[src/rtl/serial_sub_pkg.sv]
// Shared definitions for the bit-serial subtractor: FSM encoding and the
// helper that sizes the bit counter.
package serial_sub_pkg;

  typedef enum logic [1:0] {
    IDLE  = 2'd0,
    SHIFT = 2'd1,
    DONE  = 2'd2
  } sub_state_t;

  // One extra bit so the counter can represent WIDTH itself without wrapping.
  function automatic int cnt_width(input int w);
    return $clog2(w) + 1;
  endfunction

endpackage

[src/rtl/full_subtractor_bit.sv]
// Combinational 1-bit full subtractor cell: d = x - y - bin, with borrow out.
module full_subtractor_bit (
  input  logic x,
  input  logic y,
  input  logic bin,
  output logic d,
  output logic bout
);

  assign d    = x ^ y ^ bin;
  assign bout = (~x & y) | (~(x ^ y) & bin);

endmodule

[src/rtl/serial_subtractor.sv]
// Bit-serial unsigned subtractor D = X - Y, LSB first, one bit per clock.
// Define SUB_OVF_EN to add the signed-overflow output OVF.
module serial_subtractor
  import serial_sub_pkg::*;
#(
  parameter int WIDTH = 8
) (
  input  logic             clk,
  input  logic             rst,
  input  logic             start,
  input  logic [WIDTH-1:0] X,
  input  logic [WIDTH-1:0] Y,
  output logic             busy,
  output logic             done,
  output logic [WIDTH-1:0] D,
  output logic             BOUT
`ifdef SUB_OVF_EN
  ,
  output logic             OVF
`endif
);

  localparam int CW = cnt_width(WIDTH);

  sub_state_t     state;
  sub_state_t     state_next;
  logic [WIDTH-1:0] x_sr;
  logic [WIDTH-1:0] y_sr;
  logic             borrow;
  logic [CW-1:0]    cnt;
  logic             d_bit;
  logic             b_out;
  logic             last_bit;
  logic             accept;

`ifdef SUB_OVF_EN
  logic x_msb;
  logic y_msb;
`endif

  full_subtractor_bit u_cell (
    .x    (x_sr[0]),
    .y    (y_sr[0]),
    .bin  (borrow),
    .d    (d_bit),
    .bout (b_out)
  );

  assign last_bit = (cnt == CW'(WIDTH - 1));
  assign accept   = (state == IDLE) && start;

  always_ff @(posedge clk) begin
    if (rst) state <= IDLE;
    else     state <= state_next;
  end

  always_comb begin
    state_next = state;
    busy       = 1'b0;
    done       = 1'b0;
    case (state)
      IDLE: begin
        if (start) state_next = SHIFT;
      end
      SHIFT: begin
        busy = 1'b1;
        if (last_bit) state_next = DONE;
      end
      DONE: begin
        busy       = 1'b1;
        done       = 1'b1;
        state_next = IDLE;
      end
      default: state_next = IDLE;
    endcase
  end

  // Result bits shift into the vacated MSB of the minuend register, so after
  // WIDTH shifts x_sr holds the difference; D is copied only on the last bit.
  always_ff @(posedge clk) begin
    if (rst) begin
      x_sr   <= '0;
      y_sr   <= '0;
      borrow <= 1'b0;
      cnt    <= '0;
      D      <= '0;
      BOUT   <= 1'b0;
    end else if (accept) begin
      x_sr   <= X;
      y_sr   <= Y;
      borrow <= 1'b0;
      cnt    <= '0;
    end else if (state == SHIFT) begin
      x_sr   <= {d_bit, x_sr[WIDTH-1:1]};
      y_sr   <= {1'b0, y_sr[WIDTH-1:1]};
      borrow <= b_out;
      cnt    <= cnt + CW'(1);
      if (last_bit) begin
        D    <= {d_bit, x_sr[WIDTH-1:1]};
        BOUT <= b_out;
      end
    end
  end

`ifdef SUB_OVF_EN
  // Operand sign bits are shifted out, so keep copies for the overflow test.
  always_ff @(posedge clk) begin
    if (rst) begin
      x_msb <= 1'b0;
      y_msb <= 1'b0;
      OVF   <= 1'b0;
    end else if (accept) begin
      x_msb <= X[WIDTH-1];
      y_msb <= Y[WIDTH-1];
    end else if ((state == SHIFT) && last_bit) begin
      OVF <= (x_msb != y_msb) && (d_bit != x_msb);
    end
  end
`endif

endmodule

[config.mk]
export PLATFORM = sky130hd
export DESIGN_NAME = serial_subtractor
export DESIGN_NICKNAME = d
export VERILOG_FILES = /design/src/rtl/serial_sub_pkg.sv /design/src/rtl/full_subtractor_bit.sv /design/src/rtl/serial_subtractor.sv
export SDC_FILE = /design/constraint.sdc
export NUM_CORES = 1
export LEC_CHECK = 0
export ABC_CLOCK_PERIOD_IN_PS = 1900
export BUFFER_PORTS_ARGS = -buffer_cell sky130_fd_sc_hd__buf_2
export CORE_MARGIN = 8
export CORE_UTILIZATION = 30
export DETAILED_ROUTE_END_ITERATION = 16
export PLACE_DENSITY_LB_ADDON = 0.05
export SLEW_MARGIN = 5
export SYNTH_ARGS = -nofsm -noshare
export SYNTH_HDL_FRONTEND = slang
export SYNTH_SLANG_ARGS = --single-unit
[constraint.sdc]
create_clock -name clk -period 1.9 [get_ports clk]
set_clock_uncertainty 0.2 [all_clocks]
set_input_delay 0 -clock clk [delete_from_list [all_inputs] [get_ports clk]]
set_output_delay 0 -clock clk [all_outputs]
set_load 0.01 [all_outputs]
==> out/metrics.yaml <==
logic_synthesis:
  ys_seq_elements: 32
  syn-num-nets: 177
  syn-cell-area_um2: 1460
  avgSynthCellArea_um2: 9.63
  yosys_warnings: 0
  synth.yosys.seq_area_share_pct: 43.8
  synth.distinct_cells: 27
  synthCells: 152
power:
  power_density_nw_per_um2: 974
  switching_share_pct: 30.3
  internal_power_mw: 1.33
  sequentialPowerShare_pct: 42.9
  comb_power_share_pct: 29.5
  irDropWorstVdd_mv: 0.330
  clkPwrFrac_pct: 27.6
  p_leak_nw: 0.804
  switchingPower_mw: 0.581
timing:
  setup_viol: 0
  clock.fmax_ghz: 0.552
  timing.hold.ws_ns: 0.256
  slew_headroom_pct: 69.2
  finalCritPeriodShare_pct: 95.3
  worst_slew_pin_slew_ns: 0.463
  hold_violations: 0
  final.setup.tns_ns: 0
  fin_crit_ns: 1.81
  setup_ws_ns: 0.0898
  grt_setup_unrepaired: "no"
  drv_slew: 0
worst_setup_path:
  worstSetupStartpointType: "register"
  arrival_ns: 1.82
  cpMaxStageDelayCell: "dlygate4sd3_1"
  crit_path_cell_trace: "inv_1 > ha_2 > and2_4 > nand2_1 > dlygate4sd3_1 > a21oi_1"
  cpPeakStageDelay_ns: 0.55
  crit_required_ns: 1.91
  crit_fanout: 7
  endpoint_kind: "register"
  path_class: "reg2reg"
  r2r_setup_slack_ns: 0.09
placement:
  pre_cts_ws_ns: 0.0719
  port_buffers: 29
  dp.final_hpwl_um: 2280
  place.gp.congestion: 0.695
global_route:
  grt_remaining_overflow: 0
  grt_pass1_vias: 1261
  antenna_found_initial: 0
  grt_max_degree: 32
  grt_use_total_pct: 9.62
  grt_pass1_wl_um: 5650
clock_network:
  clk_pin_slew_ns: 0.07
  clock_latency_ns: 0.28
  postCtsSetupBuffers: 0
  cts_root_buffer: "clkbuf_8"
  ctsLongestPathBuffers: 2
  tritoncts: "done"
  htree_levels: 2
  clock-sinks: 32
  cts-buffers-inserted: 5
finish:
  diodes: 0
  syn_to_final_growth_pct: 34.4
  fillCellCount: 491
  layout.nets: 226
  final_layout_size_suffix_gt1_share_pct: 24.3
die:
  fp.dieH_um: 85.9
  die-area_um2: 7370
  die_x_um: 85.9
  coreArea_um2: 4720
  ios: 30
  row_count: 25
  start_util_pct: 31.0
detailed_routing:
  dr_wl_met3_um: 171
  wl_per_cell_um: 11.8
  routed_wirelength_um: 3170
  viasPerCell: 4.37
  vias: 1175
  drtIter0Drc: 46
  highest_layer: "met4"
  route.met2.wl_um: 1460
  drc: 0
  wl_met1_um: 1520
  firstDrtPassIters: 4
  final_antenna_net_count: 0
worst_hold_path:
  min_path_type: "reg2reg"
outcome:
  status: "complete, no violations"
flow_run:
  maxCapViolCount: 0
critical path: cells and delay by family (launching register included):
family / cells / cell delay (ns)
adder cells (fa/ha/maj): 1 / 0.20
buffers and inverters: 2 / 0.66
AO/OA/AOI/OAI: 1 / 0.11
flip-flops: 1 / 0.33
AND/OR/NAND/NOR: 2 / 0.25
cell usage after synthesis:
cell type,instances,area (µm²)
buf_6,2,22.5
buf_2,2,10.0
nand3b_1,2,15.0
fa_1,1,20.0
o211a_1,1,10.0
and2_4,1,8.76
nor3_1,4,20.0
a21oi_1,2,10.0
nand4_1,1,6.26
mux2_4,1,15.0
nor2_1,17,63.8
inv_2,1,3.75
clkbuf_1,4,15.0
a211oi_1,15,113
inv_1,4,15.0
xor2_1,2,17.5
dfxtp_1,32,641
nand2_1,21,78.8
xnor2_1,1,8.76
nor3b_2,1,12.5
a2111oi_0,1,8.76
mux2i_1,25,250
buf_4,2,15.0
o21ai_0,1,5.00
nor2b_1,2,12.5
ha_1,5,62.6
buf_1,1,3.75
state kept, by name (all words and copies together), names as in the netlist:
signal and cells:
borrow 1, D 8, cnt 4, BOUT 1, x_sr 8, y_sr 8, state 2
path summary, 6_finish.rpt:
kind	start	end	cells past startpoint
setup / recovery	state[0]	y_sr[7]	6
hold / removal	D[4]	D[4]	2
setup reg to reg	state[0]	y_sr[7]	6
hold reg to reg	D[4]	D[4]	2
kinds of logic (layout without fill, tap and decap cells):
logic type	count (synthesis)	after routing	share of synthesized area (%)
adder cells (fa/ha/maj)	6	6	5.64
flip-flops	32	32	43.8
multiplexers	26	26	18.1
XOR/XNOR	3	3	1.80
AO/OA/AOI/OAI	20	20	10.0
AND/OR/NAND/NOR	49	49	14.9
buffers and inverters	16	66	5.81
area by class of cell:
type                       instances  area [µm²]  area share (%)
multi-input combinational        104         741            37.7
sequential                        32         642            32.6
timing repair buffer              53         389            19.8
inverter                           5        18.8           0.954
clock inverter                     2        10.0           0.509
clock buffer                       6        82.6            4.20
tap                               67        83.8            4.26
layer usage:
metal	GRT usage (%)	vias up
li1	-	618
met1	10.6	530
met2	15.9	25
met3	4.11	2
met4	3.66	0
met5	0	-
stage by stage:
step	cells	cell area, µm²	total power [mW]	util (%)
floorplan	152	1460	1.24	-
global placement	242	1680	1.37	35.5
detailed placement	242	1680	1.37	35.5
CTS	269	1960	1.95	41.5
global route	269	1970	2.05	41.6
finish	269	1970	1.92	41.6
power groups by stage:
stage	logic [mW]	registers, mW	clock network, mW
6_report	0.565	0.821	0.529
5_1_grt	0.632	0.832	0.589
4_1_cts	0.571	0.821	0.555
3_5_place_dp	0.535	0.834	0
3_3_place_gp	0.535	0.834	0
2_1_floorplan	0.421	0.817	0
placed cells by master, fill, tap and decap left out, types with 3 or more instances in the layout:
master | synthesis | routed
a211oi_1 | 15 | 15
buf_2 | 2 | 29
buf_4 | 2 | 3
clkbuf_8 | 0 | 6
dfxtp_1 | 32 | 31
dlygate4sd3_1 | 0 | 19
ha_1 | 5 | 4
inv_1 | 4 | 3
mux2i_1 | 25 | 25
nand2_1 | 21 | 21
nor2_1 | 17 | 17
nor3_1 | 4 | 4
timing repair:
item                       4_1_cts  5_1_grt
gates resized for setup          0        4
hold endpoints to repair        23        0
hold buffers                    19        0
setup endpoints to repair        0        9
No activity file was read; power rests on OpenSTA's default activity.
